### config.mk
export PLATFORM = sky130hd
export DESIGN_NAME = sig_delay_var
export DESIGN_NICKNAME = d
export VERILOG_FILES = /design/src/rtl/sig_delay_pkg.sv /design/src/rtl/sig_delay_var_ram.sv /design/src/rtl/sig_delay_var.sv
export SDC_FILE = /design/constraint.sdc
export NUM_CORES = 1
export LEC_CHECK = 0
export ABC_AREA = 1
export BUFFER_PORTS_ARGS = -buffer_cell sky130_fd_sc_hd__buf_4
export CAP_MARGIN = 5
export CORE_MARGIN = 5
export CORE_UTILIZATION = 30
export CTS_CLUSTER_DIAMETER = 30
export DETAILED_ROUTE_END_ITERATION = 10
export SLEW_MARGIN = 25
export SYNTH_ARGS = -nofsm -noshare
export SYNTH_HDL_FRONTEND = slang
export SYNTH_SLANG_ARGS = --single-unit
### constraint.sdc
create_clock -name clk -period 8.5 [get_ports clk]
set_input_delay 1.7 -clock clk [delete_from_list [all_inputs] [get_ports clk]]
set_output_delay 1.7 -clock clk [all_outputs]
set_load 0.1 [all_outputs]
### src/rtl/sig_delay_pkg.sv
// sig_delay_pkg: shared constants and helpers for the variable delay line.
// Holds the default geometry, a clog2 helper and the delay clamp function.
package sig_delay_pkg;

    localparam int BUS_BITS_DEF  = 2;
    localparam int MAX_DELAY_DEF = 16;

    typedef struct packed {
        logic [31:0] d_eff;
        logic        clamped;
    } clamp_t;

    function automatic int clog2(input int value);
        int r = 0;
        for (int i = 0; i < 31; i++) begin
            if ((1 << i) < value) r = i + 1;
        end
        return r;
    endfunction

    // Zero maps to one, anything past max_d saturates; both flag clamped.
    function automatic clamp_t clamp(input int req, input int max_d);
        clamp_t c;
        c.d_eff   = req;
        c.clamped = 1'b0;
        if (req == 0) begin
            c.d_eff   = 1;
            c.clamped = 1'b1;
        end else if (req > max_d) begin
            c.d_eff   = max_d;
            c.clamped = 1'b1;
        end
        return c;
    endfunction

endpackage

### src/rtl/sig_delay_var_ram.sv
// sdp_ram: one write port, one registered read port.
// A read of the address being written returns the new data.
module sdp_ram #(
    parameter int W     = 2,
    parameter int DEPTH = 16,
    parameter int AW    = 4
) (
    input  logic          clk,
    input  logic          we,
    input  logic [AW-1:0] waddr,
    input  logic [W-1:0]  wdata,
    input  logic          re,
    input  logic [AW-1:0] raddr,
    output logic [W-1:0]  q
);

    logic [W-1:0] mem [DEPTH];

    // Storage write.
    always_ff @(posedge clk) begin
        if (we) mem[waddr] <= wdata;
    end

    // Registered read; forwarding makes a one-deep delay a plain flop.
    always_ff @(posedge clk) begin
        if (re) q <= (we && waddr == raddr) ? wdata : mem[raddr];
    end

endmodule

### src/rtl/sig_delay_var.sv
// sig_delay_var: run-time programmable delay line on a circular RAM.
// Macro SIG_DELAY_VAR_ZERO_EN turns i_delay=0 into a combinational bypass.
module sig_delay_var
    import sig_delay_pkg::*;
#(
    parameter int BUS_BITS  = BUS_BITS_DEF,
    parameter int MAX_DELAY = MAX_DELAY_DEF,
    parameter int DELAY_W   = clog2(MAX_DELAY + 1)
) (
    input  logic                clk,
    input  logic                rst,
    input  logic                i_ce,
    input  logic [DELAY_W-1:0]  i_delay,
    input  logic [BUS_BITS-1:0] i_bus,
    output logic [BUS_BITS-1:0] o_bus,
    output logic                o_valid,
    output logic                o_clamped
);

    localparam int AW = clog2(MAX_DELAY);
    localparam int SW = clog2(2 * MAX_DELAY + 1);

    localparam logic [AW-1:0]      WP_LAST = AW'(MAX_DELAY - 1);
    localparam logic [DELAY_W-1:0] WC_MAX  = DELAY_W'(MAX_DELAY);
    localparam logic [SW-1:0]      RD_OFS  = SW'(MAX_DELAY + 1);
    localparam logic [SW-1:0]      DEPTH   = SW'(MAX_DELAY);

    int                 req;
    clamp_t             cl;
    logic [DELAY_W-1:0] d_eff;
    logic               clamped_eff;
    logic               bypass;
    logic               unused_bits;

    logic [AW-1:0]       wp;
    logic [DELAY_W-1:0]  wc;
    logic [DELAY_W-1:0]  wc_next;
    logic [SW-1:0]       rd_sum;
    logic [AW-1:0]       raddr;
    logic                en;
    logic                valid_q;
    logic                clamped_q;
    logic [BUS_BITS-1:0] ram_q;

    assign req         = 32'(i_delay);
    assign cl          = clamp(req, MAX_DELAY);
    assign d_eff       = cl.d_eff[DELAY_W-1:0];
    assign unused_bits = ^cl.d_eff[31:DELAY_W];

`ifdef SIG_DELAY_VAR_ZERO_EN
    assign bypass      = (i_delay == '0);
    assign clamped_eff = cl.clamped & ~bypass;
`else
    assign bypass      = 1'b0;
    assign clamped_eff = cl.clamped;
`endif

    assign en      = i_ce & ~rst;
    assign wc_next = (wc == WC_MAX) ? wc : wc + 1'b1;

    // wp + MAX + 1 - D stays non-negative for D in 1..MAX.
    assign rd_sum = SW'(wp) + RD_OFS - SW'(d_eff);
    assign raddr  = (rd_sum >= DEPTH) ? AW'(rd_sum - DEPTH)
                                      : AW'(rd_sum);

    // Pointer, fill count and registered flags.
    always_ff @(posedge clk) begin
        if (rst) begin
            wp        <= '0;
            wc        <= '0;
            valid_q   <= 1'b0;
            clamped_q <= 1'b0;
        end else if (i_ce) begin
            wp        <= (wp == WP_LAST) ? '0 : wp + 1'b1;
            wc        <= wc_next;
            valid_q   <= (wc_next >= d_eff);
            clamped_q <= clamped_eff;
        end
    end

    sdp_ram #(
        .W     (BUS_BITS),
        .DEPTH (MAX_DELAY),
        .AW    (AW)
    ) u_ram (
        .clk   (clk),
        .we    (en),
        .waddr (wp),
        .wdata (i_bus),
        .re    (en),
        .raddr (raddr),
        .q     (ram_q)
    );

    assign o_bus     = bypass ? i_bus
                     : (valid_q ? ram_q : '0);
    assign o_valid   = bypass ? ~rst : valid_q;
    assign o_clamped = bypass ? 1'b0 : clamped_q;

endmodule
### After elaboration in Yosys (flattened, before gate mapping)

Memories as Yosys holds them, arrays and structs flattened. A register that Yosys moved wholly into a read port is not among the register bits.
Index checks and enable logic that the tools add are counted.

* output and inout bits: 4
* register bits: 11
* word-level logic and storage cells: 26
* memory bits (writable): 32
* memories kept: 1
* input port bits: 10

* mux-type cells: 8
* bitwise gates (word level): 2
* reduce and logical (&&, ||, !) cells: 1
* eq/ne operators: 2
* magnitude comparators: 3
* add/sub/neg operators: 5

Memory list
* u_ram.mem: words 16, width 2, rd ports 1, clocked after Yosys merged registers in 1, write ports 1, RTL line sig_delay_var_ram.sv:17 `logic [W-1:0] mem [DEPTH];`

Operators by type and width (number)
* $logic_not A32 Y1: 1
* $mux W6: 2
* $mux W4: 2
* $add A4 B5 Y6 const B: 1
* $ge A6 B5 Y1 const B: 1
* $sub A6 B5 Y6: 1
* $add A5 B1 Y5 const B: 1
* $eq A5 B5 Y1 const B: 1
* $ge A5 B5 Y1: 1
* $gt A5 B5 Y1 const B: 1
* $mux W5: 1
* $add A4 B1 Y4 const B: 1
* $eq A4 B4 Y1 const B: 1
* $sub A4 B1 Y4 const B: 1
* $mux W1: 2
* $mux W2: 1
* $and A1 B1 Y1: 1
* $not A1 Y1: 1

### Logic depth before layout (Yosys ltp)

Gate-level depths: netlist of run 1.

* depth in word-level cells: 6
* gate-level depth with buffers: 23

### Hierarchy

Synthesis of run 1 repeated with hierarchy kept, for this count alone.

* cells, all modules: 312
* area, all modules: 2556.2 um2

By module, submodules not included
* sdp_ram: seq. area each 1021.0 um2, cells each 175, instances 1, area an instance 1630.3 um2
* sig_delay_var: seq. area each 220.2 um2, cells each 137, instances 1, area an instance 925.9 um2

### Least setup slack after synthesis of run 1

OpenSTA, ideal clock, no wires.

* path kind: input port to flip-flop
* start: input i_delay[0]
* end: register u_ram.q[0] (read register of u_ram.mem) (data pin)
* setup slack: 4.207 ns
* stages: 18
* setup time: 0.252 ns
* path buffers: 0
* arrival time: 4.041 ns
* required time: 8.248 ns
* path through: nor4_1 -> inv_1 -> ha_1 -> inv_1 -> nand3_1 -> inv_1 -> ha_1 -> inv_1 -> ha_1 -> inv_1 -> fa_1 -> inv_1 -> nand2_1 -> nand4_1 -> nor3_1 -> nand2_1 -> nand2_1 -> nand2_1

* longest elaborated chain between the ends: 6
* elaborated cells on any way between the ends: 8
* those cells by class: 2 x add/sub; 2 x order compare; 3 x mux; 1 x reduce/logical

RTL lines
* start, declared: RTL line sig_delay_var.sv:13 `input logic [DELAY_W-1:0] i_delay,`
* $gt A5 B5 Y1: RTL line sig_delay_pkg.sv:29 `end else if (req > max_d) begin`
* $mux W6: RTL line sig_delay_pkg.sv:29
* $mux W6 (*): RTL line sig_delay_pkg.sv:26 `if (req == 0) begin`
* $sub A6 B5 Y6 (*): RTL line sig_delay_var.sv:62 `assign rd_sum = SW'(wp) + RD_OFS - SW'(d_eff);`
* $ge A6 B5 Y1 / $sub A4 B1 Y4 (equally long branches): RTL line sig_delay_var.sv:63 `assign raddr = (rd_sum >= DEPTH) ? AW'(rd_sum - DEPTH)`
* $mux W4 (*): RTL line sig_delay_var.sv:63
* end, declared: RTL line sig_delay_var_ram.sv:14 `output logic [W-1:0] q`

Every way passes the cells marked *; elsewhere a longest branch is shown, timed or not.
A chain may end at the register's enable or synchronous reset.

### Final worst setup path of run 1

Ends and elaborated chain as after synthesis.

==> results of run 1 <==
state kept, by name (all words and copies together), names as in the netlist:
signal / flops
o_clamped: 1
o_valid: 1
u_ram.q: 2
wp: 4
u_ram.mem: 32
wc: 5
cell usage after synthesis:
library cell	instances
a211oi_1	1
a21oi_1	13
buf_2	2
buf_4	1
buf_6	4
clkinv_1	1
dfxtp_1	11
edfxtp_1	34
fa_1	1
ha_1	17
inv_1	45
inv_2	3
nand2_1	94
nand3_1	10
nand4_1	2
nor2_1	55
nor2_4	1
nor3_1	3
nor4_1	3
o21ai_0	8
xnor2_1	1
xor2_1	5
metal layers:
metal | vias to the layer above | global-route usage, %
met1 | 847 | 12.63
met5 | - | 0
met4 | 0 | 5.045
met3 | 9 | 1.706
li1 | 1016 | -
met2 | 16 | 18.69
power groups by stage:
stage	Combinational, mW	Clock (mW)	Sequential (mW)
after detailed placement	0.119	0	0.253
after global placement	0.118	0	0.253
after global routing	0.138	0.177	0.248
after floorplan	0.0888	0	0.258
after CTS	0.120	0.168	0.248
final	0.119	0.166	0.248
cells by family (layout without fill, tap and decap cells):
| family | count (synthesis) | count (layout) | synth area share (%) |
|---|---|---|---|
| adder cells (fa/ha/maj) | 18 | 18 | 9.118 |
| AND/OR/NAND/NOR | 168 | 168 | 26.13 |
| XOR/XNOR | 6 | 6 | 2.059 |
| AO/OA/AOI/OAI | 22 | 22 | 4.412 |
| flip-flops | 45 | 45 | 48.63 |
| buffers and inverters | 56 | 70 | 9.657 |
worst register-to-register path, cell delays in order (launching register included):
cell	delay [ns]
dfxtp_1	0.40
inv_1	0.16
ha_1	0.32
inv_1	0.06
ha_1	0.14
inv_1	0.05
fa_1	0.58
inv_1	0.13
nand2_1	0.08
nand4_1	0.07
nor3_1	0.13
nand2_1	0.11
nand2_1	0.08
nand2_1	0.04
how the worst max path moves through the flow:
stage | depth (start not counted) | end | slack (ns)
6_report | 19 | u_ram.q[0]$_DFFE_PP_ | 4.13
5_1_grt | 24 | u_ram.q[0]$_DFFE_PP_ | 3.80
4_1_cts | 19 | u_ram.q[0]$_DFFE_PP_ | 4.11
3_5_place_dp | 19 | u_ram.q[0]$_DFFE_PP_ | 3.80
3_3_place_gp | 19 | u_ram.q[1]$_DFFE_PP_ | 3.95
2_1_floorplan | 18 | u_ram.q[0]$_DFFE_PP_ | 4.21
layout make-up:
class	count	share of cell area (%)
inverter	49	6.499
sequential	45	43.86
tap	105	4.642
clock inverter	2	1.370
timing repair buffer	13	3.448
multi-input combinational	214	37.62
clock buffer	6	2.564
per-stage QoR:
step | power (mW) | hold WS (ns)
6_report | 0.5321 | 0.5069
2_1_floorplan | 0.3468 | 0.4683
3_5_place_dp | 0.3720 | 0.5017
4_1_cts | 0.5357 | 0.5136
3_3_place_gp | 0.3703 | 0.4903
5_1_grt | 0.5639 | 0.5558
==> results.md, run 1 <==
* Status: complete, no violations
* Max Cap Viol at 0
* Pwr dens at approximately 190 nW/um2
* Post-synthesis sequential area ratio at 48.63%
* Total grt overflow at 0
* Die width at 102.2 um
* Reg-to-reg endpoint: u_ram.q[0]$_DFFE_PP_
* Vias at 1888
* Slowest CP cell: fa_1
* Fin. Hold Viols at 0
* Ranking of synthesized cells by area: edfxtp_1, nand2_1, dfxtp_1, ha_1, nor2_1
* Finished Cell Area at 2830 um2
* Most numerous cell on the critical path: inv_1
* Boundary pin count at 14
* Final WL at between 5000 and 6000 um
* Post-DP HPWL at ~3600 um
* Leakage at 1.314 nW
* Tmin final at 4.375 ns
* Row count at 33
* Commonest cells after routing, fill and taps aside: nand2_1, nor2_1, inv_1, edfxtp_1, ha_1
* Crit path capture type: flop
* Met2 WL at 2459 um
* Crit path max fanout at 6
* Worst hold path startpoint: wc[1]$_SDFFE_PP0P_
* WP data required at 8.56 ns
* Routability congestion estimate at 0.8105
* Critical path launch point type: input pin
* CTS root buffer: clkbuf_8
* Cells after Synth at roughly 320
* Clock share of power at 31.2%
* Synthesized net count at 343
* Mapped cell area at about 2600 um2
* Nets at 356
* Worst VDD drop at 0.00006788 V
* R2R cell count at 13
* Synth Register Bits at 45
* Fraction of layout cells with a size suffix above 1 at 7.295%
* ANT nets after route at 0
* CTS Sinks at 45
* Starting Density at 30.91%
* CP top delay family: adder cells
* Setup WS post-layout at 4.125 ns
* Highest metal used: met4
* Worst R2R Setup Slack at 5.91 ns
* Area growth syn-to-layout at 10.88%
* Max Slew Vio Count at 0
* Clk slew on worst S/H paths at 0.09 ns
* Clock latency on the worst-skew pair at approximately 0.31 ns
* Placement Setup Slack at 3.798 ns
* Setup TNS at 0 ns
* Final core occ at 34.27%
* Pint at 370.9 uW
* Synth Area per Inst at 8.103 um2
* Crit path launch: i_delay[0]
* Initial antenna violation count at 0
* CTS tree: done
* Switching power share of the total at 30.29%
* Buffers added on ports at 13
* Largest net degree at the start of global routing at 34
* Netlist cell types at 22
* Setup Crit Path Kind: input pin to flop
* Register area at 1241 um2
* Starting DRT DRC Count at 104
* CORE AREA at ~8300 um2
* Logic pwr share at 22.3%
* Fill cells at roughly 880
* Average via count per standard cell at about 4.4
* Final cycle utilization of the critical path at 51.47%
* Detailed-router iteration count before antenna repair at 4
* Unrepaired setup endpoints after global routing: false
* Routed wire per std cell at between 10 and 15 um
* Synth top area share at 40.00%
* Met1 wire length at 2348 um
* Ant diodes at 0
* Most common cell after layout, fill and taps aside: nand2_1
* Sw Pwr at 161.2 uW
* Met3 Routed Length at 84 um
* Yosys top cell by area: edfxtp_1
* Placed instance area at 2719 um2
* Post-CTS Setup Inserts at 0
* Hold Path End: wc[1]$_SDFFE_PP0P_
* CP arrival at 4.44 ns
* Die footprint at 10450 um2
* Number of synthesis warnings at 0
* Number of global-route vias before repair at 1876
* Cells after DPL at 426
* Cts hold-fix bufs at 0
* Global-route wire length before repair at ~8600 um
* Area occupied by multi-input gates at 1065 um2
* Buf/Inv on CP at 7
* Die span in y at 102.2 um
* CTS buffer count at 5
* Crit path cell chain: buf_4 -> nor4_1 -> inv_1 -> ha_1 -> inv_1 -> nand3_1 -> inv_1 -> ha_1 -> inv_1 -> ha_1 -> inv_1 -> fa_1 -> inv_1 -> nand2_1 -> nand4_1 -> nor3_1 -> nand2_1 -> nand2_1 -> nand2_1
* GRT Total Usage at around a tenth
* Post-route DRC at 0
* CTS HTree Levels at 2
* Sequential Power Share at 46.5%
* Hold Path Cell Cnt at 2
* Worst clock skew at ~0.0096 ns
* Fmax at about 0.23 GHz
* Worst path max stage delay at about 0.58 ns
* Rel. slew slack at 35.72%
* Final setup vio count at 0
* Final Non-Filler Cells at 434
* FF-to-FF Start: wp[1]$_SDFFE_PP0P_
* Cells resized by post-CTS repair at 0
* Worst slew pin tran at 0.9643 ns
* Clock Tree Buf Depth at 2
* Class of the most critical hold timing path: flop to flop
Note: power is estimated with default switching activity, not from simulation.
==> inputs of run 2 (changes only) <==
--- a/config.mk
+++ b/config.mk
@@ -5,7 +5,7 @@
 export SDC_FILE = /design/constraint.sdc
 export NUM_CORES = 1
 export LEC_CHECK = 0
-export ABC_AREA = 1
+export ABC_AREA = 0
 export BUFFER_PORTS_ARGS = -buffer_cell sky130_fd_sc_hd__buf_4
 export CAP_MARGIN = 5
 export CORE_MARGIN = 5
==> constraint.sdc (replaced) <==
create_clock -name clk -period 3.6 [get_ports clk]
set_input_delay 0.72 -clock clk [delete_from_list [all_inputs] [get_ports clk]]
set_output_delay 0.72 -clock clk [all_outputs]
set_load 0.1 [all_outputs]
==> run 2 against run 1 <==
Effect of this change:
- die area shrank 8.2%
- highest routed layer unchanged
- wire length down 9.0%
- core utilization up 2.2 points
- clock-buffer cell count decreased by 1
- global-route usage fell by 0.81 points
- via count is 23% lower
- clock power is 96% higher
==> results.md, run 2 <==
* FFs w/ async S/R, synth at 0%
* Biggest regs: u_ram.mem x32, wc x5, wp x4
* FF-to-FF Start: wp[1]$_SDFFE_PP0P_
* Fraction of layout cells with a size suffix above 1 at 24.88%
* Initial antenna violation count at 0
* Post-route DRC at 0
* Post-synth EDFFs at 34
* Total grt overflow at 0
* Mapped cell area at ~2300 um2
* Fmax at 0.2855 GHz
* Detailed-router iteration count before antenna repair at 4
* Placed instance area at between 2000 and 3000 um2
* Ant diodes at 0
* CTS HTree Levels at 2
* Setup WS post-layout at 0.09729 ns
* Routed wire per std cell at about 14 um
* Largest net degree at the start of global routing at 18
* Die span in y at 97.94 um
* Pwr dens at 417.8 nW/um2
* Yosys top cell by area: edfxtp_1
* Starting Density at 30.33%
* Worst hold path startpoint: o_clamped$_SDFFE_PP0P_
* Final WL at 4566 um
* Cells after Synth at 188
* Top cells by count, synth: edfxtp_1, nor2_1, ha_1, inv_1, nand2_1
* Number of global-route vias before repair at approximately 1500
* Buffers added on ports at 13
* Boundary pin count at 14
* Leakage at 1.050 nW
* Largest Register: u_ram.mem
* GRT Total Usage at under 10%
* Worst slew pin tran at around 0.55 ns
* Status: complete, no violations
* Fin. Hold Viols at 0
* Netlist cell types at 31
* CP arrival at between 3 and 4 ns
* Clock latency on the worst-skew pair at ~0.3 ns
* CTS root buffer: clkbuf_8
* Cts hold-fix bufs at 0
* Unrepaired setup endpoints after global routing: true
* Post-synthesis sequential area ratio at 53.51%
* Max Slew Vio Count at 0
* Crit path launch: i_delay[3]
* Tmin final at roughly 3.5 ns
* Ranking of synthesized cells by area: edfxtp_1, dfxtp_1, ha_1, mux4_2, nor2_1
* Max Cap Viol at 0
* CORE AREA at 7647 um2
* ANT nets after route at 0
* Finished Cell Area at 2791 um2
* R2R cell count at 10
* Placement Setup Slack at -0.2746 ns
* Crit path max fanout at 5
* CTS tree: done
* Die width at 97.94 um
* Post-DP HPWL at 3312 um
* Worst setup path end: u_ram.q[1]$_DFFE_PP_
* Class of the most critical hold timing path: flop to flop
* Final cycle utilization of the critical path at 97.30%
* Setup Crit Path Kind: input pin to flop
* Nets at between 200 and 250
* Worst clock skew at 0.009300 ns
* Fill cells at 739
* Reg-to-reg endpoint: u_ram.q[1]$_DFFE_PP_
* Area growth syn-to-layout at 20.33%
* Routability congestion estimate at 0.7849
* Commonest cells after routing, fill and taps aside: edfxtp_1, nor2_1, buf_4, ha_1, nand2_1
* CTS buffer count at 5
* Synthesized net count at 216
* Final setup vio count at 0
* Global-route wire length before repair at 7431 um
* WP data required at between 3 and 4 ns
* Clk slew on worst S/H paths at about 0.090 ns
* Synth Flop Type: edfxtp_1
* Clock Tree Buf Depth at 2
* Row count at 32
* Worst VDD drop at 0.0001176 V
* Worst R2R Setup Slack at 0.72 ns
* Crit path capture type: flop
* Most common cell after layout, fill and taps aside: edfxtp_1
* CTS Sinks at 45
* Average via count per standard cell at approximately 4.6
* Synth top area share at 44.01%
* Top-count cell post-synth: edfxtp_1
* Critical path launch point type: input pin
* Synth Register Bits at 45
* Number of synthesis warnings at 0
* Rel. slew slack at a little over three fifths
* Vias at 1449
* Die footprint at 9591 um2
* Max FFs per register at 32
* Synth Area per Inst at 12.34 um2
* Starting DRT DRC Count at 75
[run 2: logic make-up after synthesis]
group / Yosys count / synth area share [%]
compound gates: 15 / 3.829
xor+xnor: 14 / 5.987
fa+ha+maj: 18 / 10.03
buf+inv: 21 / 3.452
flops: 45 / 53.51
mux: 16 / 11.33
simple gates: 59 / 11.87
[run 2: critical path, cell delays in order]
cell and delay (ns):
buf_6 0.10, nor4_4 0.27, inv_1 0.07, ha_2 0.20, nor2_2 0.12, and2_4 0.17, ha_4 0.20, inv_2 0.06
ha_4 0.12, inv_2 0.03, fa_2 0.67, mux4_2 0.33, mux2_4 0.28, o21ai_1 0.13, o21ai_1 0.08
[run 2: worst min-delay path by stage]
stage | end | slack, ns | depth (start not counted)
floorplan | wc[4]$_SDFFE_PP0P_ | 0.51 | 2
global route | o_clamped$_SDFFE_PP0P_ | 0.53 | 2
global placement | o_clamped$_SDFFE_PP0P_ | 0.48 | 2
finish | o_clamped$_SDFFE_PP0P_ | 0.50 | 2
detailed placement | o_clamped$_SDFFE_PP0P_ | 0.49 | 2
CTS | o_clamped$_SDFFE_PP0P_ | 0.50 | 2
[run 2: stage by stage]
step	utilization (%)	std cells	total power, mW	setup TNS (ns)	hold WS, ns
finish	36.50	315	1.166	0	0.4994
global placement	34.60	306	0.8390	-0.4764	0.4785
detailed placement	34.60	306	0.8417	-0.5422	0.4927
CTS	35.83	314	1.170	0	0.5033
floorplan	-	188	0.7608	-0.01555	0.5123
global route	36.50	315	1.228	-0.1095	0.5317
[run 2: area by class of cell]
type                       count  area, um2  share of cell area, %
sequential                    45       1241                  44.46
multi-input combinational    122       1060                  37.97
timing repair buffer          25      220.2                  7.889
tap                          102      127.6                  4.572
clock buffer                   5      68.82                  2.465
inverter                      13      48.80                  1.748
clock inverter                 3      25.02                 0.8965
[run 2: routing by layer]
layer	global-route usage, %	wire (um)	up-vias	part of all wire [%]
li1	-	-	713	-
met2	15.08	2128	17	47
met4	4.153	80	0	1.8
met3	1.929	108	7	2.4
met1	13.56	2247	712	49
met5	0	0	-	0
[run 2: report_power, final]
part	internal [mW]	total, mW	switching (mW)	leakage, nW
clock	0.140	0.326	0.186	0.0447
combinational	0.133	0.259	0.125	0.608
sequential	0.570	0.581	0.0111	0.397
[run 2: repair_timing]
item / CTS / global route
setup endpoints to repair: 0 / 2
gates resized for setup: 0 / 11
buffers inserted: 0 / 1
==> inputs of run 3 (changes only) <==
--- a/config.mk
+++ b/config.mk
@@ -9,9 +9,10 @@
 export BUFFER_PORTS_ARGS = -buffer_cell sky130_fd_sc_hd__buf_4
 export CAP_MARGIN = 5
 export CORE_MARGIN = 5
-export CORE_UTILIZATION = 30
+export CORE_UTILIZATION = 40
 export CTS_CLUSTER_DIAMETER = 30
 export DETAILED_ROUTE_END_ITERATION = 10
+export RECOVER_POWER = 25
 export SLEW_MARGIN = 25
 export SYNTH_ARGS = -nofsm -noshare
 export SYNTH_HDL_FRONTEND = slang
==> run 3 against run 2 <==
Effect of this change:
- via count decreased by 1.1%
- global-route usage rose by 2.9 points
- hold slack got worse by 0.0035 ns
- first-iteration DRC count is 37% lower
- total power rose by 6.8%
- sequential power barely moved
- flip-flop and latch count unchanged
- critical path depth rose by 1
- clock power grew 14%
- design area is 1.4% higher
- critical endpoint unchanged
- largest cell class unchanged
- largest power group unchanged
==> results.md, run 3 (same netlist as run 2, synthesis figures left out) <==
* Status: complete, no violations
* Nets at around 240
* Pwr dens at 440.0 nW/um2
* Fin. Hold Viols at 0
* Fill cells at 475
* Starting Density at a little over two fifths
* Placement Setup Slack at -0.4130 ns
* Crit path launch: i_delay[0]
* Row count at 27
* CTS tree: done
* Commonest cells after routing, fill and taps aside: edfxtp_1, nor2_1, buf_4, ha_1
* Critical path launch point type: input pin
* Total grt overflow at 0
* Cells after DPL at 272
* Worst R2R Setup Slack at 0.78 ns
* Class of the most critical hold timing path: flop to flop
* Finished Cell Area at 2830 um2
* Final Non-Filler Cells at between 200 and 300
* Setup Crit Path Kind: input pin to flop
* R2R cell count at 11
* Placed instance area at 2566 um2
* Fmax at ~0.29 GHz
* Biggest regs: u_ram.mem x32, wc x5, wp x4
* Most common cell after layout, fill and taps aside: edfxtp_1
* CP top delay family: adder cells
* Max FFs per register at 32
* Boundary pin count at 14
* Clk slew on worst S/H paths at 0.08 ns
* Vias at 1433
* Worst path max stage delay at slightly above 0.6 ns
* WP data required at 3.64 ns
* Final setup vio count at 0
* Post-DP HPWL at ~3300 um
* Worst setup path end: u_ram.q[1]$_DFFE_PP_
* Average via count per standard cell at 5.010
* Final cycle utilization of the critical path at 97.10%
* Routed wire per std cell at 15.58 um
* Unrepaired setup endpoints after global routing: true
* Crit path cell chain: buf_6 -> nor4_4 -> inv_2 -> ha_4 -> nor2_4 -> and2_4 -> ha_4 -> inv_2 -> ha_4 -> inv_2 -> fa_2 -> buf_12 -> mux4_2 -> mux2_4 -> o21ai_2 -> o21ai_1
* Detailed-router iteration count before antenna repair at 4
* Area growth syn-to-layout at 22.01%
* CTS HTree Levels at 2
* Clock Tree Buf Depth at 2
* CORE AREA at around 5600 um2
* Routability congestion estimate at 0.8457
* WP depth at 16
* Crit path capture type: flop
* Final core occ at approximately half
* Tmin final at about 3.5 ns
* ANT nets after route at 0
* Number of global-route vias before repair at 1486
* Worst VDD drop at 0.0002387 V
* Max Slew Vio Count at 0
* CTS buffer count at 5
* Rel. slew slack at 52.97%
* FF-to-FF Start: wp[1]$_SDFFE_PP0P_
* Largest Register: u_ram.mem
* Die span in y at 86.16 um
* CTS root buffer: clkbuf_8
* Crit path max fanout at 5
* Pwr Total at 1.245 mW
* Buf/Inv on CP at 5
* GRT Total Usage at 12.75%
* Buffers added on ports at 13
* CP arrival at 3.54 ns
* Fraction of layout cells with a size suffix above 1 at 27.57%
* Largest net degree at the start of global routing at 18
* Die width at roughly 86 um
* Worst clock skew at 0.003783 ns
* Reg-to-reg endpoint: u_ram.q[1]$_DFFE_PP_
* Final WL at 4457 um
* Die footprint at about 7400 um2
* Starting DRT DRC Count at 47
* Worst slew pin tran at 0.7055 ns
* Clock latency on the worst-skew pair at 0.29 ns
* Initial antenna violation count at 0
* Global-route wire length before repair at 7072 um
* Ant diodes at 0
* Setup WS post-layout at approximately 0.10 ns
* Post-route DRC at 0
* Max Cap Viol at 0
* CTS Sinks at 45
* Slowest CP cell: fa_2
* Leakage at 1.068 nW
-- run 3: changes by cell type in the layout (fill, tap and decap cells not counted), sizes merged --
cell	change
clkbuf	+3
buf	-1
bufinv	+1
clkinvlp	-1
inv	-1
-- run 3: worst min path at each step --
stage	startpoint	end	depth (start not counted)
global placement	o_clamped$_SDFFE_PP0P_	o_clamped$_SDFFE_PP0P_	2
finish	o_clamped$_SDFFE_PP0P_	o_clamped$_SDFFE_PP0P_	2
detailed placement	o_clamped$_SDFFE_PP0P_	o_clamped$_SDFFE_PP0P_	2
global route	o_clamped$_SDFFE_PP0P_	o_clamped$_SDFFE_PP0P_	2
floorplan	wc[4]$_SDFFE_PP0P_	wc[4]$_SDFFE_PP0P_	2
CTS	o_clamped$_SDFFE_PP0P_	o_clamped$_SDFFE_PP0P_	2
-- run 3: power by group --
part / internal [mW] / switching, mW / total, mW
combinational: 0.152 / 0.137 / 0.290
clock: 0.208 / 0.165 / 0.373
sequential: 0.571 / 0.0118 / 0.583
-- run 3: per-layer routing --
layer / routed length, um / track usage [%]
met1: 1981 / 15.28
met2: 2257 / 21.79
met3: 140 / 2.786
met4: 78 / 5.755
met5: 0 / 0
-- run 3: worst register-to-register path, cell delays in order, from the launching register on --
cell	delay (ns)
dfxtp_1	0.47
inv_1	0.16
ha_4	0.24
inv_2	0.06
ha_4	0.11
inv_2	0.03
fa_2	0.61
buf_12	0.13
mux4_2	0.28
mux2_4	0.28
o21ai_2	0.11
o21ai_1	0.07
-- run 3: final cells by class --
class / count / area [um2] / share of cell area, %
Clock inverter: 2 / 38.79 / 1.370
Tap cell: 72 / 90.09 / 3.183
Sequential cell: 45 / 1241 / 43.86
Clock buffer: 6 / 72.57 / 2.564
Timing Repair Buffer: 26 / 231.5 / 8.179
Inverter: 13 / 48.80 / 1.724
Multi-Input combinational cell: 122 / 1107 / 39.12
-- run 3: what timing repair did --
item	CTS	global route
gates resized for setup	10	14
hold buffers	0	0
setup buffers	6	0
setup endpoints to repair	2	2
pin swaps	10	10
-- run 3: stage by stage --
step	hold WS [ns]	setup TNS (ns)
6_report	0.4960	0
5_1_grt	0.5422	-0.05965
4_1_cts	0.4979	0
3_5_place_dp	0.4866	-0.8223
3_3_place_gp	0.4910	-0.5513
2_1_floorplan	0.5123	-0.01555
